### src/rtl/dbg_pkg.sv
// Shared types and default periods for the debug nibble scanner.
package dbg_pkg;

    typedef logic [1:0] page_t;

    localparam int DBG_PAGES                = 4;
    localparam int DBG_REFRESH_CYCLES_DEF   = 5_000_000;
    localparam int DBG_DEBOUNCE_CYCLES_DEF  = 500_000;
    localparam int DBG_AUTOSCROLL_CYCLES_DEF = 100_000_000;

    function automatic logic [7:0] sel_byte(input logic [31:0] w, input page_t p);
        logic [7:0] b;
        case (p)
            2'd0:    b = w[7:0];
            2'd1:    b = w[15:8];
            2'd2:    b = w[23:16];
            default: b = w[31:24];
        endcase
        return b;
    endfunction

endpackage

### src/rtl/debug_nibble_scanner_btn_debounce.sv
// Button conditioner: 2-FF synchronizer, stability counter, one-cycle press pulse
// on each accepted 0->1 transition of the debounced level.
module btn_debounce
    import dbg_pkg::*;
#(
    parameter int DEBOUNCE_CYCLES = DBG_DEBOUNCE_CYCLES_DEF
) (
    input  logic clk_i,
    input  logic rst_i,
    input  logic btn_i,
    output logic press_o
);

    localparam int CW = (DEBOUNCE_CYCLES > 1) ? $clog2(DEBOUNCE_CYCLES) : 1;
    localparam logic [CW-1:0] CNT_LAST = CW'(DEBOUNCE_CYCLES - 1);

    logic          sync1_q, sync2_q;
    logic          stable_q, stable_d;
    logic [CW-1:0] cnt_q, cnt_d;
    logic          press_q, press_d;

    // Counter only runs while the synchronized input disagrees with the
    // accepted level; any agreement restarts qualification from zero.
    always_comb begin
        stable_d = stable_q;
        cnt_d    = '0;
        if (sync2_q != stable_q) begin
            if (cnt_q == CNT_LAST) stable_d = sync2_q;
            else                   cnt_d    = cnt_q + 1'b1;
        end
        press_d = stable_d & ~stable_q;
    end

    always_ff @(posedge clk_i) begin
        if (rst_i) begin
            sync1_q  <= 1'b0;
            sync2_q  <= 1'b0;
            stable_q <= 1'b0;
            cnt_q    <= '0;
            press_q  <= 1'b0;
        end else begin
            sync1_q  <= btn_i;
            sync2_q  <= sync1_q;
            stable_q <= stable_d;
            cnt_q    <= cnt_d;
            press_q  <= press_d;
        end
    end

    assign press_o = press_q;

endmodule

### src/rtl/debug_nibble_scanner.sv
// Snapshots the 32-bit debug word periodically and shows one selectable byte as
// two nibbles. Optional auto-scroll is enabled with DBG_AUTOSCROLL_EN.
module debug_nibble_scanner
    import dbg_pkg::*;
#(
    parameter int REFRESH_CYCLES    = DBG_REFRESH_CYCLES_DEF,
    parameter int DEBOUNCE_CYCLES   = DBG_DEBOUNCE_CYCLES_DEF,
    parameter int AUTOSCROLL_CYCLES = DBG_AUTOSCROLL_CYCLES_DEF
) (
    input  logic        clk,
    input  logic        rst,
    input  logic [31:0] debug_in,
    input  logic        btn_next,
    input  logic        btn_freeze,
    output logic [3:0]  nib_lo,
    output logic [3:0]  nib_hi,
    output page_t       page,
    output logic        frozen
);

    localparam int RW = $clog2(REFRESH_CYCLES);
    localparam logic [RW-1:0] REF_LAST = RW'(REFRESH_CYCLES - 1);

    logic [RW-1:0] refresh_q, refresh_d;
    logic [31:0]   snap_q, snap_d;
    page_t         page_q, page_d;
    logic          frozen_q, frozen_d;
    logic [3:0]    nib_lo_q, nib_lo_d, nib_hi_q, nib_hi_d;
    logic [7:0]    sel;
    logic          tick, next_press, frz_press, as_tick;

    btn_debounce #(.DEBOUNCE_CYCLES(DEBOUNCE_CYCLES)) u_db_next (
        .clk_i(clk), .rst_i(rst), .btn_i(btn_next), .press_o(next_press)
    );

    btn_debounce #(.DEBOUNCE_CYCLES(DEBOUNCE_CYCLES)) u_db_freeze (
        .clk_i(clk), .rst_i(rst), .btn_i(btn_freeze), .press_o(frz_press)
    );

    assign tick = (refresh_q == REF_LAST);

`ifdef DBG_AUTOSCROLL_EN
    localparam int AW = $clog2(AUTOSCROLL_CYCLES);
    localparam logic [AW-1:0] AS_LAST = AW'(AUTOSCROLL_CYCLES - 1);

    logic [AW-1:0] as_q, as_d;

    assign as_tick = !frozen_q && (as_q == AS_LAST);

    // A manual press restarts the period; freezing parks the count in place.
    always_comb begin
        as_d = as_q + 1'b1;
        if (next_press)    as_d = '0;
        else if (frozen_q) as_d = as_q;
        else if (as_tick)  as_d = '0;
    end

    always_ff @(posedge clk) begin
        if (rst) as_q <= '0;
        else     as_q <= as_d;
    end
`else
    logic unused_as;
    assign unused_as = ^AUTOSCROLL_CYCLES;
    assign as_tick   = 1'b0;
`endif

    // Snapshot gating uses the registered freeze state, so a freeze press that
    // coincides with a tick does not affect that tick's capture.
    always_comb begin
        refresh_d = tick ? '0 : refresh_q + 1'b1;
        snap_d    = (tick && !frozen_q) ? debug_in : snap_q;
        page_d    = (next_press || as_tick) ? page_t'(page_q + 2'd1) : page_q;
        frozen_d  = frozen_q ^ frz_press;
        sel       = sel_byte(snap_q, page_q);
        nib_lo_d  = sel[3:0];
        nib_hi_d  = sel[7:4];
    end

    always_ff @(posedge clk) begin
        if (rst) begin
            refresh_q <= '0;
            snap_q    <= '0;
            page_q    <= '0;
            frozen_q  <= 1'b0;
            nib_lo_q  <= '0;
            nib_hi_q  <= '0;
        end else begin
            refresh_q <= refresh_d;
            snap_q    <= snap_d;
            page_q    <= page_d;
            frozen_q  <= frozen_d;
            nib_lo_q  <= nib_lo_d;
            nib_hi_q  <= nib_hi_d;
        end
    end

    assign nib_lo = nib_lo_q;
    assign nib_hi = nib_hi_q;
    assign page   = page_q;
    assign frozen = frozen_q;

endmodule
### config.mk
export PLATFORM = sky130hd
export DESIGN_NAME = debug_nibble_scanner
export DESIGN_NICKNAME = d
export VERILOG_FILES = /design/src/rtl/dbg_pkg.sv /design/src/rtl/debug_nibble_scanner_btn_debounce.sv /design/src/rtl/debug_nibble_scanner.sv
export SDC_FILE = /design/constraint.sdc
export NUM_CORES = 1
export LEC_CHECK = 0
export CAP_MARGIN = 10
export CORE_ASPECT_RATIO = 1.4
export CORE_UTILIZATION = 61
export CTS_CLUSTER_DIAMETER = 100
export DETAILED_ROUTE_END_ITERATION = 12
export GPL_TIMING_DRIVEN = 0
export PLACE_DENSITY = 0.88
export SYNTH_ARGS = -nofsm -noshare
export SYNTH_HDL_FRONTEND = slang
export SYNTH_SLANG_ARGS = --single-unit
### constraint.sdc
create_clock -name clk -period 4.5 [get_ports clk]
set_input_delay 0.9 -clock clk [delete_from_list [all_inputs] [get_ports clk]]
set_output_delay 0.9 -clock clk [all_outputs]
set_load 0.01 [all_outputs]
After elaboration in Yosys (flattened, before gate mapping). Index checks and enable logic that the tools add are counted.

Reductions and logical operators: 6. Mux-type cells: 5. Shift-type cells: 0. Div/mod/pow operators: 0. Bitwise operators: 7. Magnitude comparators: 0. Add/sub/neg operators: 4. Multiply operators: 0. Equality and inequality tests: 7.

Operators by type and width (number): $add 19x1->19 const B (2); $eq 19x19->1 const B (2); $pmux 8 s3 (1); $add 23x1->23 const B (1); $eq 23x23->1 const B (1); $reduce_or 3->1 (2); $mux 1 (4); $not 1->1 (4); $add 2x1->2 const B (1); $and 1x1->1 (2); $eq 2x1->1 const B (1); $eq 2x2->1 const B (1); $logic_not 2->1 (1); $ne 1x1->1 (2); $reduce_or 2->1 (1); $logic_and 1x1->1 (1); $logic_not 1->1 (1); $xor 1x1->1 (1).

Bits in read-only memories: 0. RAM bits: 0. Memories: 0. Latch bits: 0. Register bits after elaboration: 112. Bits of input ports: 36. Output and inout bits: 11.

Longest topological paths before layout. Gate-level depths: netlist of run 1.

Depth after elaboration: 4. Gate-level depth with buffers: 7. Mapped depth without buffers: 6.

Modules after synthesis. From an unflattened synthesis of run 1, not the netlist that was laid out.

Cell total of the unflattened synthesis: 567. Area total of the unflattened synthesis: 4986.0 µm².

By module, submodules not included: debug_nibble_scanner (area each 2976.6 µm², instances 1, cells each 343); btn_debounce (area each 1004.7 µm², instances 2, cells each 112).

Least setup slack after synthesis of run 1. Ideal clock, no wire load.

Path type: input port to flip-flop. From: input rst. To: register u_db_next.cnt_q[10]. Stages: 5. Arrival time: 1831 ps. Path slack: 2541 ps. Cell sequence: clkbuf_1 > nor2_1 > o21ai_1 > clkbuf_1 > nor2_1.

Word-level cells in the longest chain between the ends: 1.

RTL lines: start: declaration (RTL line debug_nibble_scanner.sv:11) `input logic rst,`; $reduce_or 3->1 (no source line); end signal: assignment (RTL line debug_nibble_scanner_btn_debounce.sv:45) `cnt_q <= cnt_d;`; end: declaration (RTL line debug_nibble_scanner_btn_debounce.sv:19) `logic [CW-1:0] cnt_q, cnt_d;`.

Every way passes these cells. A chain may end at the register's enable or synchronous reset.

Worst setup path in the final report of run 1.
From: register frozen_q (netlist: frozen). To: output frozen.

RTL lines: start: declaration (RTL line debug_nibble_scanner.sv:27) `logic frozen_q, frozen_d;`; start signal: assignment (RTL line debug_nibble_scanner.sv:92) `frozen_q <= frozen_d;`; end: declaration (RTL line debug_nibble_scanner.sv:18) `output logic frozen`.

No word-level cell between the ends.

==> impl_metrics.toml, run 1 <==
[cells_and_area]
nNetsFinal = 664
syn_to_final_growth_pct = 14.7
fin_util_pct = 72.7
n_antenna_cell = 0
most-common-layout-cells = "112 x dfxtp_1, 66 x nor2_1, 55 x a21oi_1"
final_common_cell = "dfxtp_1"
drive_gt1_share_pct = 5.92

[route]
num_vias = 4448
drt_wl_total_um = 11300
drcViolationCount = 0
wl_per_cell_um = 15.5
via_per_inst = 6.14
drtIter0Drc = 298
postRouteAntennaNets = 0
drt-pass1-iter-count = 5

[setup_path]
cpPeakStageDelay_ns = 0.60
crit_required_ns = 3.60
endpoint_kind = "output port"
worstSetupStartpointType = "register"
slowest_stage = "clkdlybuf4s50_1"
path_cells = "clkdlybuf4s50_1"
critPathKind = "reg -> out"
arrival_ns = 1.49
cp_max_fo = 8
critical-path-top-delay-family = "buffers and inverters"
crit_buf_inv = 1

[placed_design]
pre_cts_ws_ns = 2.04
portBuffers = 45
place_hpwl_um = 8080
globalplace.congestion = 0.909

[synth]
synthCells = 565
synth_warnings = 0
synth_edf_count = 0
synthArstFlopShare_pct = 0
ys_dominant_reg_cell = "dfxtp_1"
syn_area_um2 = 4970
synth.yosys.seq_area_share_pct = 45.1
synth_nets = 608
synth_seq_cells = 112
ys_types = 41
syn_avg_cell_area_um2 = 8.80

[floorplan]
initial_utilization_pct = 63.4
die_width_um = 78.3
ios = 47
die-height_um = 109
coreArea_um2 = 7850
rows = 38
die_area_um2 = 8530

[timing]
setup_viol = 0
skew_ns = 0.00910
slew_headroom_pct = 55.8
tightestPinTransition_ns = 0.658
period_needed_ns = 2.39
fmax_ghz = 0.419
hold_slack_ns = 0.441
finalSetupTns_ns = 0
finalMaxSlewViolations = 0
fin_ws_ns = 2.11
min_period_over_period_pct = 53.1
hold_viol_final = 0
rsz0062_at_grt = "no"

[clocking]
htree_levels = 3
hold_buffers = 0
post_cts_resized = 0
path_clk_slew_ns = 0.10
cts_buffers = 9
clk_latency_ns = 0.39
cts.sinks = 112
root_buffer = "clkbuf_8"
cts_setup_buffers = 0
clockBufferDepth = 2
cts_tree = "built"

[global_routing]
antenna_found_initial = 0
grt_max_degree = 17
grt_pass1_vias = 4168
grt_use_total_pct = 27.8
grt_overflow = 0
grt_pass1_wl_um = 18700

[power_and_ir_drop]
power_switching_uw = 355
irDropWorstVdd_mv = 0.190
netSwitchingFraction_pct = 22.5
power.leakage_uw = 0.00172
share_comb_of_total_power_pct = 3.8
finalPower_uw = 1580
p_clk_share_pct = 32.9
power.share.sequential_pct = 63.4
intPower_uw = 1220
power.density_nw_per_um2 = 277

[flow_run]
maxCapViolCount = 0

[worst_hold_path]
hp-class = "reg -> reg"

[run_status]
status = "finished, final reports clean"
## area by class of cell
class	instances	area, µm²
Clock buffer	11	131
Buffer	35	155
Timing Repair Buffer	45	450
Fill cell	603	2140
Inverter	15	56.3
Clock inverter	4	22.5
Sequential cell	112	2240
Multi-Input combinational cell	403	2520
Tap cell	100	125
## per-stage QoR
| stage | cell area, µm² | std cells |
|---|---|---|
| floorplan | 4970 | 565 |
| global placement | 5550 | 710 |
| detailed placement | 5550 | 710 |
| CTS | 5700 | 725 |
| global route | 5700 | 725 |
| finish | 5700 | 725 |
## layer usage
metal	global-route usage [%]	vias to the layer above	share of wire, %	wire length [µm]
met2	47.8	156	51	5730
li1	-	2165	-	-
met3	4.35	31	5.9	664
met1	32.6	2096	40	4490
met5	0	-	0	0
met4	16.5	0	3.3	371
## flip-flops by register name (all words and copies together) (netlist names)
| signal | count |
|---|---|
| snap_q | 32 |
| refresh_q | 23 |
| u_db_freeze.cnt_q | 19 |
| u_db_next.cnt_q | 19 |
| nib_hi | 4 |
| nib_lo | 4 |
| page | 2 |
| frozen | 1 |
| u_db_freeze.press_o | 1 |
| u_db_freeze.stable_q | 1 |
| u_db_freeze.sync1_q | 1 |
| u_db_freeze.sync2_q | 1 |
| u_db_next.press_o | 1 |
| u_db_next.stable_q | 1 |
| u_db_next.sync1_q | 1 |
| u_db_next.sync2_q | 1 |
## Yosys cell counts (2+ instances only)
cell type  count  area [µm²]
and4_1         5        43.8
o21ai_1        4        20.0
xnor2_1       34         298
or3_1          9        56.3
or4_4          2        22.5
a222oi_1       8        80.1
nor2_1        66         248
or4_1          8        60.1
nor2b_1        4        25.0
buf_2          5        25.0
ha_1           7        87.6
nor3_1         8        40.0
nand3_1       25         125
dfxtp_1      112        2240
and2_1         2        12.5
nor2_2        10        62.6
nor4_1        12        75.1
nand4_1       21         131
a21oi_1       55         275
o21ai_0       38         190
o31ai_1        5        37.5
nor4b_1        5        43.8
or4b_1         2        20.0
nand2_1       13        48.8
clkbuf_1      27         101
and3_1         7        43.8
inv_1         15        56.3
xor2_1        12         105
nand4b_1      32         280
## worst paths after layout
check / cells after the start / slack (ns) / startpoint / endpoint
max reg2reg: 7 / 2.19 / u_db_freeze.cnt_q[0] / u_db_freeze.cnt_q[9]
min reg2reg: 1 / 0.44 / u_db_next.sync1_q / u_db_next.sync2_q
min: 1 / 0.44 / u_db_next.sync1_q / u_db_next.sync2_q
max: 1 / 2.11 / frozen / frozen
## cell families after synthesis
group / Yosys count / synth area share (%)
xor gates and xnor gates: 46 / 8.10
AOI/OAI and AO/OA: 113 / 12.8
and+or+nand+nor: 236 / 27.8
adders and majority gates: 7 / 1.76
buffers and inverters: 50 / 4.25
muxes: 1 / 0.201
DFF: 112 / 45.1
## power groups by stage
stage	registers, µW	clock network, µW	logic (µW)
CTS	1000	520	58.8
floorplan	1020	0	20.2
global placement	1020	0	57.2
global route	1000	565	63.6
detailed placement	1020	0	58.2
finish	1000	519	59.3
Note: power is estimated with default switching activity, not from simulation.
==> run 2: changes to the inputs <==
--- a/config.mk
+++ b/config.mk
@@ -7,11 +7,11 @@
 export LEC_CHECK = 0
 export CAP_MARGIN = 10
 export CORE_ASPECT_RATIO = 1.4
-export CORE_UTILIZATION = 61
+export CORE_UTILIZATION = 57
 export CTS_CLUSTER_DIAMETER = 100
 export DETAILED_ROUTE_END_ITERATION = 12
 export GPL_TIMING_DRIVEN = 0
-export PLACE_DENSITY = 0.88
+export PLACE_DENSITY = 0.83
 export SYNTH_ARGS = -nofsm -noshare
 export SYNTH_HDL_FRONTEND = slang
 export SYNTH_SLANG_ARGS = --single-unit
==> constraint.sdc (replaced) <==
create_clock -name clk -period 2.32 [get_ports clk]
set_input_delay 0.464 -clock clk [delete_from_list [all_inputs] [get_ports clk]]
set_output_delay 0.464 -clock clk [all_outputs]
set_load 0.01 [all_outputs]
==> impl_metrics.toml, run 2 (synthesized netlist as in run 1, its figures left out) <==
[cells_and_area]
regMostFlops = "snap_q"
largest_reg_flops = 32
fillers = 677
nNetsFinal = 663
layout.cells.non_filler = 730
drive_gt1_share_pct = 6.88
n_antenna_cell = 0
syn_to_final_growth_pct = 17.9
reg_top3 = "snap_q (32), refresh_q (23)"
fin_util_pct = 68.9
final_common_cell = "dfxtp_1"
most-common-layout-cells = "111 x dfxtp_1, 66 x nor2_1, 55 x a21oi_1"

[clocking]
cts_tree = "built"
cts_setup_buffers = 0
root_buffer = "clkbuf_16"
clk_latency_ns = 0.35
cts.sinks = 112
clockBufferDepth = 2
hold_buffers = 0
path_clk_slew_ns = 0.07
cts_buffers = 9
htree_levels = 3

[timing]
rsz0062_at_grt = "no"
tightestPinTransition_ns = 0.634
hold_viol_final = 0
finalSetupTns_ns = 0
skew_ns = 0.00707
finalMaxSlewViolations = 0
setup_viol = 0
slew_headroom_pct = 57.3
fmax_ghz = 0.457
fin_ws_ns = 0.131
min_period_over_period_pct = 94.4
period_needed_ns = 2.19

[placed_design]
pre_cts_ws_ns = 0.0503
portBuffers = 45
globalplace.congestion = 0.921
place_hpwl_um = 8180
place_inst = 715

[route]
drt-pass1-iter-count = 5
drtIter0Drc = 330
drt_wl_total_um = 11500
wl_met3_um = 639
met1_length_um = 4610
routed.top_layer = "met4"
num_vias = 4432
met2_wirelength_um = 5910
via_per_inst = 6.07
postRouteAntennaNets = 0
wl_per_cell_um = 15.7
drcViolationCount = 0

[global_routing]
grt_max_degree = 17
grt_use_total_pct = 27.1
antenna_found_initial = 0
grt_pass1_wl_um = 19400
grt_overflow = 0
grt_pass1_vias = 4334

[setup_path]
cp_max_fo = 10
endpoint_kind = "register"
critPathKind = "reg -> reg"
worstSetupStartpointType = "register"
crit_required_ns = 2.54
arrival_ns = 2.41

[power_and_ir_drop]
power.leakage_uw = 0.00180
irDropWorstVdd_mv = 0.465
finalPower_uw = 3610
power.density_nw_per_um2 = 616

[floorplan]
rows = 40
initial_utilization_pct = 58.5
die_area_um2 = 9110
ios = 47
die-height_um = 113
coreArea_um2 = 8510
die_width_um = 81.0

[run_status]
status = "finished, final reports clean"

[flow_run]
maxCapViolCount = 0

[worst_hold_path]
hp-class = "reg -> reg"
==> run 2: critical path, cell delays in order, from the launching register on <==
cell and delay, ns:
dfxtp_1 0.35, or4_1 0.58, or4_4 0.54, clkbuf_1 0.23, o21ai_0 0.26, a21oi_1 0.10
==> run 2: path summary, 6_finish.rpt <==
path,start,to,slack [ns],cells after the start
min reg2reg,u_db_next.sync1_q,u_db_next.sync2_q,0.43,1
max reg2reg,refresh_q[17],snap_q[23],0.13,5
max,refresh_q[17],snap_q[23],0.13,5
min,u_db_next.sync1_q,u_db_next.sync2_q,0.43,1
==> run 2: cell type report <==
type	count	area (µm²)	area share, %
plain buffers	34	154	2.62
multi-input cells	403	2530	43.1
repair buffers	45	450	7.68
clock inverters	3	40.0	0.683
clock buffers	13	260	4.44
flip-flops and latches	112	2240	38.3
well taps	105	131	2.24
inverters	15	56.3	0.960
==> run 2: layer usage <==
layer | track usage, % | vias up
met5 | 0 | -
met4 | 14.6 | 0
met3 | 4.55 | 28
met2 | 46.1 | 163
met1 | 31.8 | 2081
li1 | - | 2160
==> run 2: stage by stage <==
step / instance area (µm²) / hold WS, ns
6_report: 5860 / 0.435
5_1_grt: 5860 / 0.458
4_1_cts: 5860 / 0.438
3_5_place_dp: 5560 / 0.425
3_3_place_gp: 5560 / 0.418
2_1_floorplan: 4970 / 0.414
==> run 2: what timing repair did <==
action | CTS | global route
setup endpoints to repair | 0 | 31
hold endpoints to repair | 0 | 0
resized for setup | 0 | 7
==> run 2: where the power goes <==
group / internal [µW] / switching [µW]
Clock: 894 / 662
Sequential: 1930 / 11.2
Combinational: 65.4 / 49.6
Total: 2890 / 723
==> run 3: changes to the inputs <==
--- a/config.mk
+++ b/config.mk
@@ -12,6 +12,7 @@
 export DETAILED_ROUTE_END_ITERATION = 12
 export GPL_TIMING_DRIVEN = 0
 export PLACE_DENSITY = 0.83
+export SLEW_MARGIN = 20
 export SYNTH_ARGS = -nofsm -noshare
 export SYNTH_HDL_FRONTEND = slang
 export SYNTH_SLANG_ARGS = --single-unit
==> results of run 3 <==
No change in the layout: final DEF, timing and power equal those of run 2.
